$ cat config.mk
export PLATFORM = sky130hd
export DESIGN_NAME = fetch_stage
export DESIGN_NICKNAME = d
export VERILOG_FILES = /design/src/rtl/fetch_stage.sv
export SDC_FILE = /design/constraint.sdc
export NUM_CORES = 1
export LEC_CHECK = 0
export ABC_AREA = 0
export CAP_MARGIN = 25
export CELL_PAD_IN_SITES_DETAIL_PLACEMENT = 1
export CELL_PAD_IN_SITES_GLOBAL_PLACEMENT = 1
export CORE_AREA = 10 10 145 147
export CTS_BUF_LIST = sky130_fd_sc_hd__clkbuf_8 sky130_fd_sc_hd__clkbuf_16
export CTS_CLUSTER_SIZE = 40
export DETAILED_ROUTE_END_ITERATION = 10
export DIE_AREA = 0 0 155 157
export GPL_TIMING_DRIVEN = 0
export PLACE_DENSITY = 0.89
export REMOVE_ABC_BUFFERS = 1
export SYNTH_ARGS = -nofsm -noshare
export SYNTH_HDL_FRONTEND = slang
export SYNTH_SLANG_ARGS = --single-unit
$ cat constraint.sdc
create_clock -name clk -period 3.6 [get_ports clk]
set_input_delay 0.72 -clock clk [delete_from_list [all_inputs] [get_ports clk]]
set_output_delay 0.72 -clock clk [all_outputs]
set_load 0.05 [all_outputs]
$ cat src/rtl/fetch_stage.sv
// fetch_stage -- instruction fetch stage of the unicycle core.
//
// Holds the PC and fetches one word at a time from instruction memory over a
// req/rvalid handshake. It registers the returned word and presents it to
// decode together with its I-type immediate field. A taken branch redirects
// the PC to instr_pc + redirect_imm. A misaligned target sets a sticky error
// and halts the stage until reset.
//
// Ports
//   clk, rst       rising-edge clock, asynchronous active-high reset
//   imem_req       fetch request, high while waiting for a word
//   imem_addr      byte address of the request (always equals pc)
//   imem_rvalid    imem_rdata is valid this cycle
//   imem_rdata     fetched instruction word
//   stall          downstream cannot consume the presented instruction
//   redirect       presented instruction is a taken branch/jump
//   redirect_imm   signed branch offset from sign_extend
//   instr_valid    instr / instr_pc / imm_i are valid
//   instr          registered instruction
//   instr_pc       address the instruction was fetched from
//   imm_i          instr[31:20], feeds sign_extend
//   fetch_err      sticky misaligned-target error
module fetch_stage #(
    parameter logic [31:0] RESET_PC  = 32'h0000_0000,
    parameter logic [31:0] NOP_INSTR = 32'h0000_0013
) (
    input  logic        clk,
    input  logic        rst,
    output logic        imem_req,
    output logic [31:0] imem_addr,
    input  logic        imem_rvalid,
    input  logic [31:0] imem_rdata,
    input  logic        stall,
    input  logic        redirect,
    input  logic [31:0] redirect_imm,
    output logic        instr_valid,
    output logic [31:0] instr,
    output logic [31:0] instr_pc,
    output logic [11:0] imm_i,
    output logic        fetch_err
);

    typedef enum logic [1:0] {
        S_REQ,
        S_ISSUE,
        S_HALT
    } state_e;

    state_e      state_q, state_d;
    logic [31:0] pc_q, pc_d;
    logic        req_q, req_d;
    logic        valid_q, valid_d;
    logic [31:0] instr_q, instr_d;
    logic [31:0] ipc_q, ipc_d;
    logic [11:0] imm_q, imm_d;
    logic        err_q, err_d;
    logic [31:0] tgt;

    always_ff @(posedge clk or posedge rst) begin
        if (rst) begin
            state_q <= S_REQ;
            pc_q    <= RESET_PC;
            req_q   <= 1'b0;
            valid_q <= 1'b0;
            instr_q <= NOP_INSTR;
            ipc_q   <= RESET_PC;
            imm_q   <= '0;
            err_q   <= 1'b0;
        end else begin
            state_q <= state_d;
            pc_q    <= pc_d;
            req_q   <= req_d;
            valid_q <= valid_d;
            instr_q <= instr_d;
            ipc_q   <= ipc_d;
            imm_q   <= imm_d;
            err_q   <= err_d;
        end
    end

    // Branch target wraps modulo 2^32.
    assign tgt = ipc_q + redirect_imm;

    always_comb begin
        state_d = state_q;
        pc_d    = pc_q;
        req_d   = req_q;
        valid_d = valid_q;
        instr_d = instr_q;
        ipc_d   = ipc_q;
        imm_d   = imm_q;
        err_d   = err_q;
        case (state_q)
            S_REQ: begin
                req_d = 1'b1;
                if (imem_rvalid) begin
                    instr_d = imem_rdata;
                    imm_d   = imem_rdata[31:20];
                    ipc_d   = pc_q;
                    valid_d = 1'b1;
                    req_d   = 1'b0;
                    state_d = S_ISSUE;
                end
            end
            S_ISSUE: begin
                if (!stall) begin
                    valid_d = 1'b0;
                    if (!redirect) begin
                        pc_d    = pc_q + 32'd4;
                        req_d   = 1'b1;
                        state_d = S_REQ;
                    end else if (tgt[1:0] == 2'b00) begin
                        pc_d    = tgt;
                        req_d   = 1'b1;
                        state_d = S_REQ;
                    end else begin
                        err_d   = 1'b1;
                        req_d   = 1'b0;
                        instr_d = NOP_INSTR;
                        imm_d   = NOP_INSTR[31:20];
                        state_d = S_HALT;
                    end
                end
            end
            S_HALT: begin
                req_d   = 1'b0;
                valid_d = 1'b0;
            end
            default: state_d = S_HALT;
        endcase
    end

    assign imem_req    = req_q;
    assign imem_addr   = pc_q;
    assign instr_valid = valid_q;
    assign instr       = instr_q;
    assign instr_pc    = ipc_q;
    assign imm_i       = imm_q;
    assign fetch_err   = err_q;

endmodule

==> qor.txt <==
DP Worst Slack: -0.323 ns
Antenna violations before repair: 0
Drt first pass iters: 5
Post-CTS Hold Fix Bufs: 0
Synth area leader: dfrtp_1
DRT antenna net count: 0
Mapped cell area: 0.00657 mm²
Largest fanout on the critical path: 21
Antenna cells: 0
Root Driver: clkbuf_16
H-tree depth: 3
WL met3: 1260 µm
Unique masters post-synth: 67
Critical path's top delay family: buffers and inverters
Final Worst Setup Slack: 0.171 ns
Clock-pin transition on the worst setup and hold timing paths: 0.08 ns
Min-delay src: instr[4]
Post-Route WL: 24600 µm
Synth Area in Compound Gates: 22.9%
Drt wl/cell: 22.2 µm
Number of port buffers: 179
Kind of critical path: in2reg
Maxcap violations: 0
Final Hold Fails: 0
Clk_skew: 0.00709 ns
Buf/Inv on CP: 3
Reg-to-reg slack, setup: 0.59 ns
Die height: 157 µm
First-pass GRT wire length: 39000 µm
Syn_area_per_cell: 9.18 µm²
Main combinational cell family by area after synthesis: compound AO/OA/AOI/OAI gates
Vias: 6496
Fin crit share: 95.3%
Slew headroom: 36.1%
RSZ-0062 raised after global routing: no
Top Metal Used: met4
Pwr dens: 859 mW/mm²
Mapped Cells: 716
Total Power: 7.66 mW
Async SR Flop Fraction: 100%
Synthesis Warnings: 0
WP data arrival: 3.72 ns
Critical Path Source Type: primary input
Max incr delay on CP: 0.86 ns
Starting Density: 35.9%
Final setup TNS: 0 ns
CP max stage cell: clkdlybuf4s50_1
Post-DP HPWL: 18800 µm
Core area: 0.0183 mm²
Mux share of post-synthesis cell area: 6.79%
Largest cells by area after synthesis: dfrtp_1 37%, ha_1 7.0%, a21oi_1 6.3%, mux2_2 5.7%, a22o_1 4.0%
Final Util: 48.7%
GRT Residual Overflow: 0
Die W: 155 µm
Routed vias/inst: 5.87
Seq/Total Area, Yosys: 38.5%
Ports: 180
Synth-to-layout area growth: 35.7%
Post-synthesis register bit count: 101
Layout cells sized above 1: 9.40%
RD Place Congestion: 0.889
Setup bufs post-CTS: 0
Post-synth EDFFs: 0
CTS tree: built
Adder-cell share of the synthesized area: 7.35%
Nets: 974
Critical R2R Launch: state_q[1]
Status: completed
Worst skew pair latency: 0.37 ns
Yosys top cell area share: 37.3%
Most common cell after layout, fill and taps aside: clkdlybuf4s50_1
Commonest non-fill, non-tap cells in the layout: 179 x clkdlybuf4s50_1, 98 x dfrtp_1, 82 x a21oi_1, 51 x nor2_1, 51 x nand2_1
Die area: 0.0243 mm²
Drt drc: 0
Main synth FF type: dfrtp_1
Global Route Usage Sum: 19.9%
Vias in the first global route: 6835
Initial DRC Count: 521
Worst-margin pin slew: 0.955 ns
Setup violators final: 0
Slew Limit Fails: 0
Max Clk Rate: 292 MHz
Simple logic cell fraction of the synthesized area: 17.1%
Clk sinks: 101
Final min period: 3.43 ns
Crit. End Element: flip-flop
Met2 WL: 12500 µm
Worst Path Required: 3.89 ns
Row count: 50
CTS-repair resized insts: 0
Hold Crit Class: reg2reg
Total CTS buffers: 9
Peak supply drop: 375 µV
Leakage Power: 3.66 nW
Filler cell count in the final layout: 2065
Largest net degree at the start of global routing: 65
Wl on met1: 10100 µm
XOR/XNOR Fraction of Synth Area: 2.80%
CP startpoint: redirect
Max Root-Sink Buffers: 2
Crit-path cells: clkdlybuf4s50_1, buf_16, inv_1, nand2_1, or4b_2, o211ai_1
cell families after synthesis:
kind of cell / count (synthesis)
xor+xnor: 21
simple gates: 217
mux: 40
compound gates: 233
buf+inv: 66
flops: 101
fa+ha+maj: 38
sequential cells by signal (all words and copies together) (netlist names):
name	cells
fetch_err	1
imem_addr	32
imem_req	1
instr	32
instr_pc	32
instr_valid	1
state_q	2
through the flow:
stage | hold WS (ns) | std cells | instance area (µm²)
after global routing | 0.498 | 1106 | 8920
after CTS | 0.478 | 1106 | 8900
final | 0.471 | 1106 | 8920
after floorplan | 0.538 | 669 | 6350
after detailed placement | 0.467 | 1090 | 8600
after global placement | 0.449 | 1082 | 8430
routing by layer:
| metal | vias to the layer above | GRT usage [%] |
|---|---|---|
| li1 | 2960 | - |
| met1 | 3274 | 24.5 |
| met2 | 215 | 33.8 |
| met3 | 47 | 3.14 |
| met4 | 0 | 8.01 |
| met5 | - | 0 |
worst paths after layout:
kind,to,cells past startpoint
setup / recovery,imem_addr[23],6
hold / removal,instr[4],2
setup reg to reg,imem_addr[25],7
hold reg to reg,instr[4],2
max in group asynchronous,instr[0],3
min in group asynchronous,instr[26],2
power breakdown:
part / switching [mW] / internal [mW]
logic: 3.07 / 1.65
clock network: 0.519 / 0.489
registers: 0.404 / 1.53
cell type report:
cell class | instances | area (µm²) | share of cell area, %
Clock buffer | 9 | 225 | 2.52
Sequential cell | 101 | 2530 | 28.4
Tap cell | 234 | 293 | 3.28
Inverter | 19 | 73.8 | 0.827
Timing Repair Buffer | 187 | 1950 | 21.8
Multi-Input combinational cell | 549 | 3780 | 42.4
Clock inverter | 7 | 67.6 | 0.757
worst register-to-register path, delay by kind of cell, from the launching register on:
| family | cells | cell delay [ns] |
|---|---|---|
| flip-flops | 1 | 0.42 |
| buffers and inverters | 2 | 0.46 |
| AO/OA/AOI/OAI | 1 | 0.09 |
| adder cells (fa/ha/maj) | 1 | 0.49 |
| AND/OR/NAND/NOR | 3 | 1.45 |
synthesized netlist by cell type (4+ instances only):
cell       n
o22ai_1    7
nand3_2    4
o311ai_1   5
and3_1    11
a21o_1     8
dfrtp_1   98
ha_1      37
o21a_1     7
mux2_2    33
xor2_1     6
inv_1     19
clkbuf_1  29
buf_4     12
nor2b_1    9
nand4_1   21
nand3_1   12
xnor2_1   15
a22o_1    30
nand2_1   52
o21ai_0   42
mux2i_1    6
a311oi_1   4
nor3_1    20
nand2b_1   5
a21oi_1   83
a31oi_1    9
or3_1      4
nor4_1     4
o211ai_1   4
nor2_1    53
Power figures use the tool's default switching activity.
